==> src/rtl/led_code_pkg.sv <==
// Shared types and helpers for the status-LED blink-code sequencer.
// Contents: the sequencer state enum and a width helper for the phase counter.
package led_code_pkg;

    typedef enum logic [1:0] {
        IDLE = 2'd0,
        ON   = 2'd1,
        OFF  = 2'd2,
        GAP  = 2'd3
    } led_state_t;

    // Bits needed to hold 0..max(on, off, gap) ticks.
    function automatic int phase_width(input int on_t, input int off_t, input int gap_t);
        int m;
        m = on_t;
        if (off_t > m) m = off_t;
        if (gap_t > m) m = gap_t;
        return (m < 1) ? 1 : $clog2(m + 1);
    endfunction

endpackage

==> src/rtl/led_blink_code_tick_div.sv <==
// tick_div: free-running prescaler producing a one-cycle tick every CLK_DIV
// clocks. Shared by the slow-rate LED and debounce logic.
// Ports:
//   clk  - system clock
//   rst  - synchronous active-high reset
//   clr  - synchronous clear; restarts the tick grid from zero
//   tick - high in the cycle where the count sits at CLK_DIV-1
module tick_div #(
    parameter int CLK_DIV = 12_500_000
) (
    input  logic clk,
    input  logic rst,
    input  logic clr,
    output logic tick
);

    localparam int CNT_W = (CLK_DIV > 1) ? $clog2(CLK_DIV) : 1;
    localparam logic [CNT_W-1:0] LAST = CNT_W'(CLK_DIV - 1);

    logic [CNT_W-1:0] cnt;

    always_ff @(posedge clk) begin
        if (rst || clr) begin
            cnt <= '0;
        end else if (cnt == LAST) begin
            cnt <= '0;
        end else begin
            cnt <= cnt + 1'b1;
        end
    end

    assign tick = (cnt == LAST);

endmodule

==> src/rtl/led_blink_code.sv <==
// led_blink_code: repeats a status code on one LED as n pulses followed by
// a dark gap. Codes arrive over valid/ready into a one-deep pending slot and
// only take effect at a pattern boundary (IDLE or end of GAP).
// Ports:
//   clk          - system clock
//   rst          - synchronous active-high reset
//   code_in      - status code (pulse count); 0 means LED off
//   code_valid   - code_in is offered
//   code_ready   - pending slot empty (combinational)
//   led          - registered LED drive
//   pattern_done - one-cycle pulse at the end of each GAP
//
// state | meaning
// IDLE  | LED dark, waiting for a nonzero code
// ON    | LED lit for ON_TICKS ticks
// OFF   | LED dark for OFF_TICKS ticks between pulses
// GAP   | LED dark for GAP_TICKS ticks after the last pulse
module led_blink_code
    import led_code_pkg::*;
#(
    parameter int CLK_DIV    = 12_500_000,
    parameter int ON_TICKS   = 2,
    parameter int OFF_TICKS  = 2,
    parameter int GAP_TICKS  = 8,
    parameter int CODE_WIDTH = 4
) (
    input  logic                  clk,
    input  logic                  rst,
    input  logic [CODE_WIDTH-1:0] code_in,
    input  logic                  code_valid,
    output logic                  code_ready,
    output logic                  led,
    output logic                  pattern_done
);

    localparam int PH_W = phase_width(ON_TICKS, OFF_TICKS, GAP_TICKS);
    localparam logic [PH_W-1:0] ON_LAST  = PH_W'(ON_TICKS - 1);
    localparam logic [PH_W-1:0] OFF_LAST = PH_W'(OFF_TICKS - 1);
    localparam logic [PH_W-1:0] GAP_LAST = PH_W'(GAP_TICKS - 1);
    localparam logic [CODE_WIDTH-1:0] ONE = CODE_WIDTH'(1);

    led_state_t            state, state_nx;
    logic [CODE_WIDTH-1:0] pending, pending_nx;
    logic                  pending_valid, pending_valid_nx;
    logic [CODE_WIDTH-1:0] active_code, active_code_nx;
    logic [CODE_WIDTH-1:0] pulses_left, pulses_left_nx;
    logic [PH_W-1:0]       phase_cnt, phase_cnt_nx;
    logic                  done_nx;
    logic                  tick;
    logic                  tick_clr;

    assign code_ready = !pending_valid && !rst;

    tick_div #(
        .CLK_DIV(CLK_DIV)
    ) u_tick_div (
        .clk (clk),
        .rst (rst),
        .clr (tick_clr),
        .tick(tick)
    );

    always_ff @(posedge clk) begin
        if (rst) begin
            state         <= IDLE;
            pending       <= '0;
            pending_valid <= 1'b0;
            active_code   <= '0;
            pulses_left   <= '0;
            phase_cnt     <= '0;
            led           <= 1'b0;
            pattern_done  <= 1'b0;
        end else begin
            state         <= state_nx;
            pending       <= pending_nx;
            pending_valid <= pending_valid_nx;
            active_code   <= active_code_nx;
            pulses_left   <= pulses_left_nx;
            phase_cnt     <= phase_cnt_nx;
            led           <= (state_nx == ON);
            pattern_done  <= done_nx;
        end
    end

    always_comb begin
        state_nx         = state;
        pending_nx       = pending;
        pending_valid_nx = pending_valid;
        active_code_nx   = active_code;
        pulses_left_nx   = pulses_left;
        phase_cnt_nx     = phase_cnt;
        done_nx          = 1'b0;
        tick_clr         = 1'b0;

        // Accept and consume never coincide: accept needs the slot empty,
        // consume needs it full.
        if (code_valid && code_ready) begin
            pending_nx       = code_in;
            pending_valid_nx = 1'b1;
        end

        unique case (state)
            IDLE: begin
                if (pending_valid) begin
                    pending_valid_nx = 1'b0;
                    active_code_nx   = pending;
                    if (pending != '0) begin
                        state_nx       = ON;
                        pulses_left_nx = pending;
                        phase_cnt_nx   = '0;
                        tick_clr       = 1'b1;
                    end
                end
            end
            ON: begin
                if (tick) begin
                    if (phase_cnt == ON_LAST) begin
                        state_nx     = OFF;
                        phase_cnt_nx = '0;
                    end else begin
                        phase_cnt_nx = phase_cnt + 1'b1;
                    end
                end
            end
            OFF: begin
                if (tick) begin
                    if (phase_cnt == OFF_LAST) begin
                        phase_cnt_nx = '0;
                        if (pulses_left == ONE) begin
                            state_nx = GAP;
                        end else begin
                            pulses_left_nx = pulses_left - 1'b1;
                            state_nx       = ON;
                        end
                    end else begin
                        phase_cnt_nx = phase_cnt + 1'b1;
                    end
                end
            end
            GAP: begin
                if (tick) begin
                    if (phase_cnt == GAP_LAST) begin
                        // Prescaler keeps running here so repeats stay on the tick grid.
                        done_nx      = 1'b1;
                        phase_cnt_nx = '0;
                        if (pending_valid) begin
                            pending_valid_nx = 1'b0;
                            active_code_nx   = pending;
                            if (pending == '0) begin
                                state_nx = IDLE;
                            end else begin
                                state_nx       = ON;
                                pulses_left_nx = pending;
                            end
                        end else begin
                            state_nx       = ON;
                            pulses_left_nx = active_code;
                        end
                    end else begin
                        phase_cnt_nx = phase_cnt + 1'b1;
                    end
                end
            end
            default: begin
                state_nx = IDLE;
            end
        endcase
    end

endmodule
==> config.mk <==
export PLATFORM = sky130hd
export DESIGN_NAME = led_blink_code
export DESIGN_NICKNAME = d
export VERILOG_FILES = /design/src/rtl/led_code_pkg.sv /design/src/rtl/led_blink_code_tick_div.sv /design/src/rtl/led_blink_code.sv
export SDC_FILE = /design/constraint.sdc
export NUM_CORES = 1
export LEC_CHECK = 0
export ABC_AREA = 1
export BUFFER_PORTS_ARGS = -buffer_cell sky130_fd_sc_hd__buf_2
export CORE_ASPECT_RATIO = 1.4
export CORE_MARGIN = 10
export CORE_UTILIZATION = 55
export DETAILED_ROUTE_END_ITERATION = 6
export GPL_TIMING_DRIVEN = 0
export PLACE_DENSITY = 0.87
export RECOVER_POWER = 50
export SLEW_MARGIN = 15
export SYNTH_ARGS = -nofsm -noshare
export SYNTH_HDL_FRONTEND = slang
export SYNTH_SLANG_ARGS = --single-unit
export TNS_END_PERCENT = 1
==> constraint.sdc <==
create_clock -name clk -period 1.75 [get_ports clk]
set_clock_uncertainty 0.05 [all_clocks]
set_input_delay 0.0875 -clock clk [delete_from_list [all_inputs] [get_ports clk]]
set_output_delay 0.0875 -clock clk [all_outputs]
set_load 0.005 [all_outputs]
==> flow_metrics.py <==
metrics = {
    "clock_tree": {
        "clock-sinks": 45,
        "cts_root_buffer": "clkbuf_8",
        "tritoncts": "done",
        "path_clk_slew_ps": 90,
        "clock_latency_ps": 300,
        "htreeDepth": 2,
        "cts_inserted_buffers": 5,
        "clockBufferDepth": 2,
    },
    "route": {
        "vias_per_cell": 5.39,
        "dr.pass1.iters": 4,
        "avgRoutedWirePerCell_um": 12.6,
        "first_iter_violations": 167,
        "routed_wl_um": 6010,
        "ant_nets": 0,
        "drc_errors": 0,
        "via_count": 2581,
    },
    "synth": {
        "synth_area_leaders": "dfxtp_1 (34%), nand2_1 (12%), nor2_1 (9.3%)",
        "synth_edf_count": 0,
        "synthArstFlopShare_pct": 0,
        "synth_commonest_cells": "nand2_1 (82), nor2_1 (65), inv_1 (52), dfxtp_1 (45), nand3_1 (31)",
        "postSynthCellCount": 395,
        "yosysSeqAreaShare_pct": 34.4,
        "syn_avg_cell_area_um2": 6.64,
        "ys_types": 32,
        "yosysWarnings": 0,
        "synth-seq-cells": 45,
        "syn_nets": 411,
        "ys.flop_type": "dfxtp_1",
        "yosysMostFrequentCell": "nand2_1",
        "synth_top_area_cell": "dfxtp_1",
        "yosys.area.top_type_share_pct": 34.4,
        "synth_area_um2": 2620,
    },
    "sta": {
        "maxSlewViolCount": 0,
        "max_freq_mhz": 573,
        "final.setup.tns_ps": 0,
        "rsz0062_at_grt": "yes",
        "fin_ws_ps": 5.68,
        "finalCriticalPeriod_ps": 1740,
        "period_share_pct": 99.7,
        "finalHoldViolations": 0,
        "setup_viol": 0,
        "worst_pin_slew_ps": 424,
        "slew_headroom_pct": 71.7,
        "fin_hold_ws_ps": 16.7,
    },
    "cells_and_area": {
        "fin_nets": 432,
        "final_area_um2": 3020,
        "num-fill-cells": 421,
        "stdcell_count": 479,
        "drive_above_1_share_pct": 17.3,
        "syn_to_final_growth_pct": 15.3,
        "final_util_pct": 66.1,
        "diodes": 0,
    },
    "critical_path": {
        "startpoint_type": "flip-flop",
        "required_ps": 1940,
        "crit_fanout": 4,
        "worstPathArrival_ps": 1930,
        "path_class": "reg2reg",
        "crit_path_end_kind": "flip-flop",
    },
    "pwr": {
        "ir_drop_mv": 0.564,
        "p_per_area_nw_per_um2": 879,
        "p_leak_nw": 1.17,
        "power_mw": 2.66,
    },
    "floorplan": {
        "die_area_um2": 7970,
        "io_pins": 10,
        "coreArea_um2": 4570,
        "start_util_pct": 57.3,
        "die_w_um": 78.3,
        "die_h_um": 102,
        "num_rows": 29,
    },
    "min_path": {
        "hp-class": "in2reg",
    },
    "place": {
        "place_congestion": 0.928,
        "portBuffers": 8,
        "dp_hpwl_um": 4390,
        "placedInstanceArea_um2": 2740,
        "dp.cells": 465,
        "pre_cts_slack_ps": -160,
    },
    "grt": {
        "grt_pass1_vias": 2560,
        "grt_max_degree": 14,
        "track_usage_pct": 15.5,
        "antenna_found_initial": 0,
        "grt_pass1_wl_um": 10300,
        "overflow": 0,
    },
    "run_status": {
        "outcome": "finished clean",
    },
    "run": {
        "cap_violations": 0,
    },
}
critical path, cell delays in order, from the launching register on:
cell,delay [ps]
dfxtp_2,370
ha_4,150
nand2_4,60
nor2_4,120
nand2_2,90
nor2_4,140
nand4_1,180
nand2_1,130
nand2_1,90
nor2_4,140
nor2_1,70
nor2_1,90
layout make-up:
type	count	area (um^2)	area share, %
Multi-Input combinational cell	290	1580	52.3
Sequential cell	45	915	30.3
Inverter	54	205	6.79
Clock buffer	7	86.3	2.86
Timing Repair Buffer	14	82.6	2.73
Tap cell	62	77.6	2.57
Buffer	6	45.0	1.49
Clock inverter	1	30.0	0.993
layer usage:
layer / up-vias / GRT usage [%] / part of all wire, %
li1: 1314 / - / -
met1: 1189 / 14.4 / 38
met2: 60 / 30.3 / 54
met3: 18 / 2.93 / 4.1
met4: 0 / 8.99 / 3.6
met5: - / 0 / 0
where the power goes:
part | total (mW) | internal (mW) | switching [mW]
Sequential | 1.20 | 1.12 | 0.0798
Combinational | 0.649 | 0.245 | 0.403
Clock | 0.810 | 0.466 | 0.345
Total | 2.66 | 1.83 | 0.828
worst paths after layout:
| check | cells after the start | slack (ps) | startpoint | end |
|---|---|---|---|---|
| worst max-delay path | 11 | 6 | u_tick_div.cnt[1] | pulses_left[3] |
| worst min-delay path | 3 | 20 | code_in[0] | pending[0] |
| worst min register to register | 2 | 420 | active_code[2] | active_code[2] |
| worst max register to register | 11 | 6 | u_tick_div.cnt[1] | pulses_left[3] |
repair_timing:
item,4_1_cts,5_1_grt
pin swaps,5,10
hold buffers,0,0
setup buffers,2,4
cloned,0,0
endpoints found under the hold margin,0,0
setup endpoints to repair,26,33
gates resized for setup,18,24
sequential cells by signal, indices dropped and copies added (netlist names):
name and flops:
u_tick_div.cnt 24, active_code 4, pending 4, phase_cnt 4
pulses_left 4, state 2, led 1, pattern_done 1
pending_valid 1
placed cells by master, fill, tap and decap left out, drive strengths merged:
cell type,Yosys,routed
a21oi,30,30
a221oi,1,1
a31oi,1,1
buf,2,14
bufinv,0,1
clkbuf,4,13
dfxtp,45,45
ha,9,9
inv,54,54
nand2,87,87
nand3,33,33
nand4,12,12
nor2,76,76
nor3,8,8
o21a,1,1
o21ai,17,17
o22ai,3,3
o31ai,1,1
or2,4,4
xnor2,2,2
xor2,5,5
kinds of logic (layout without fill, tap and decap cells):
logic type                 after synthesis  after routing  share of synthesized area (%)
xor gates and xnor gates                 7              7                           2.34
and+or+nand+nor                        220            220                           39.1
adders and majority gates                9              9                           4.30
DFF                                     45             45                           34.4
AOI/OAI and AO/OA                       54             54                           10.8
buffers and inverters                   60             82                           9.02
Power figures use the tool's default switching activity.
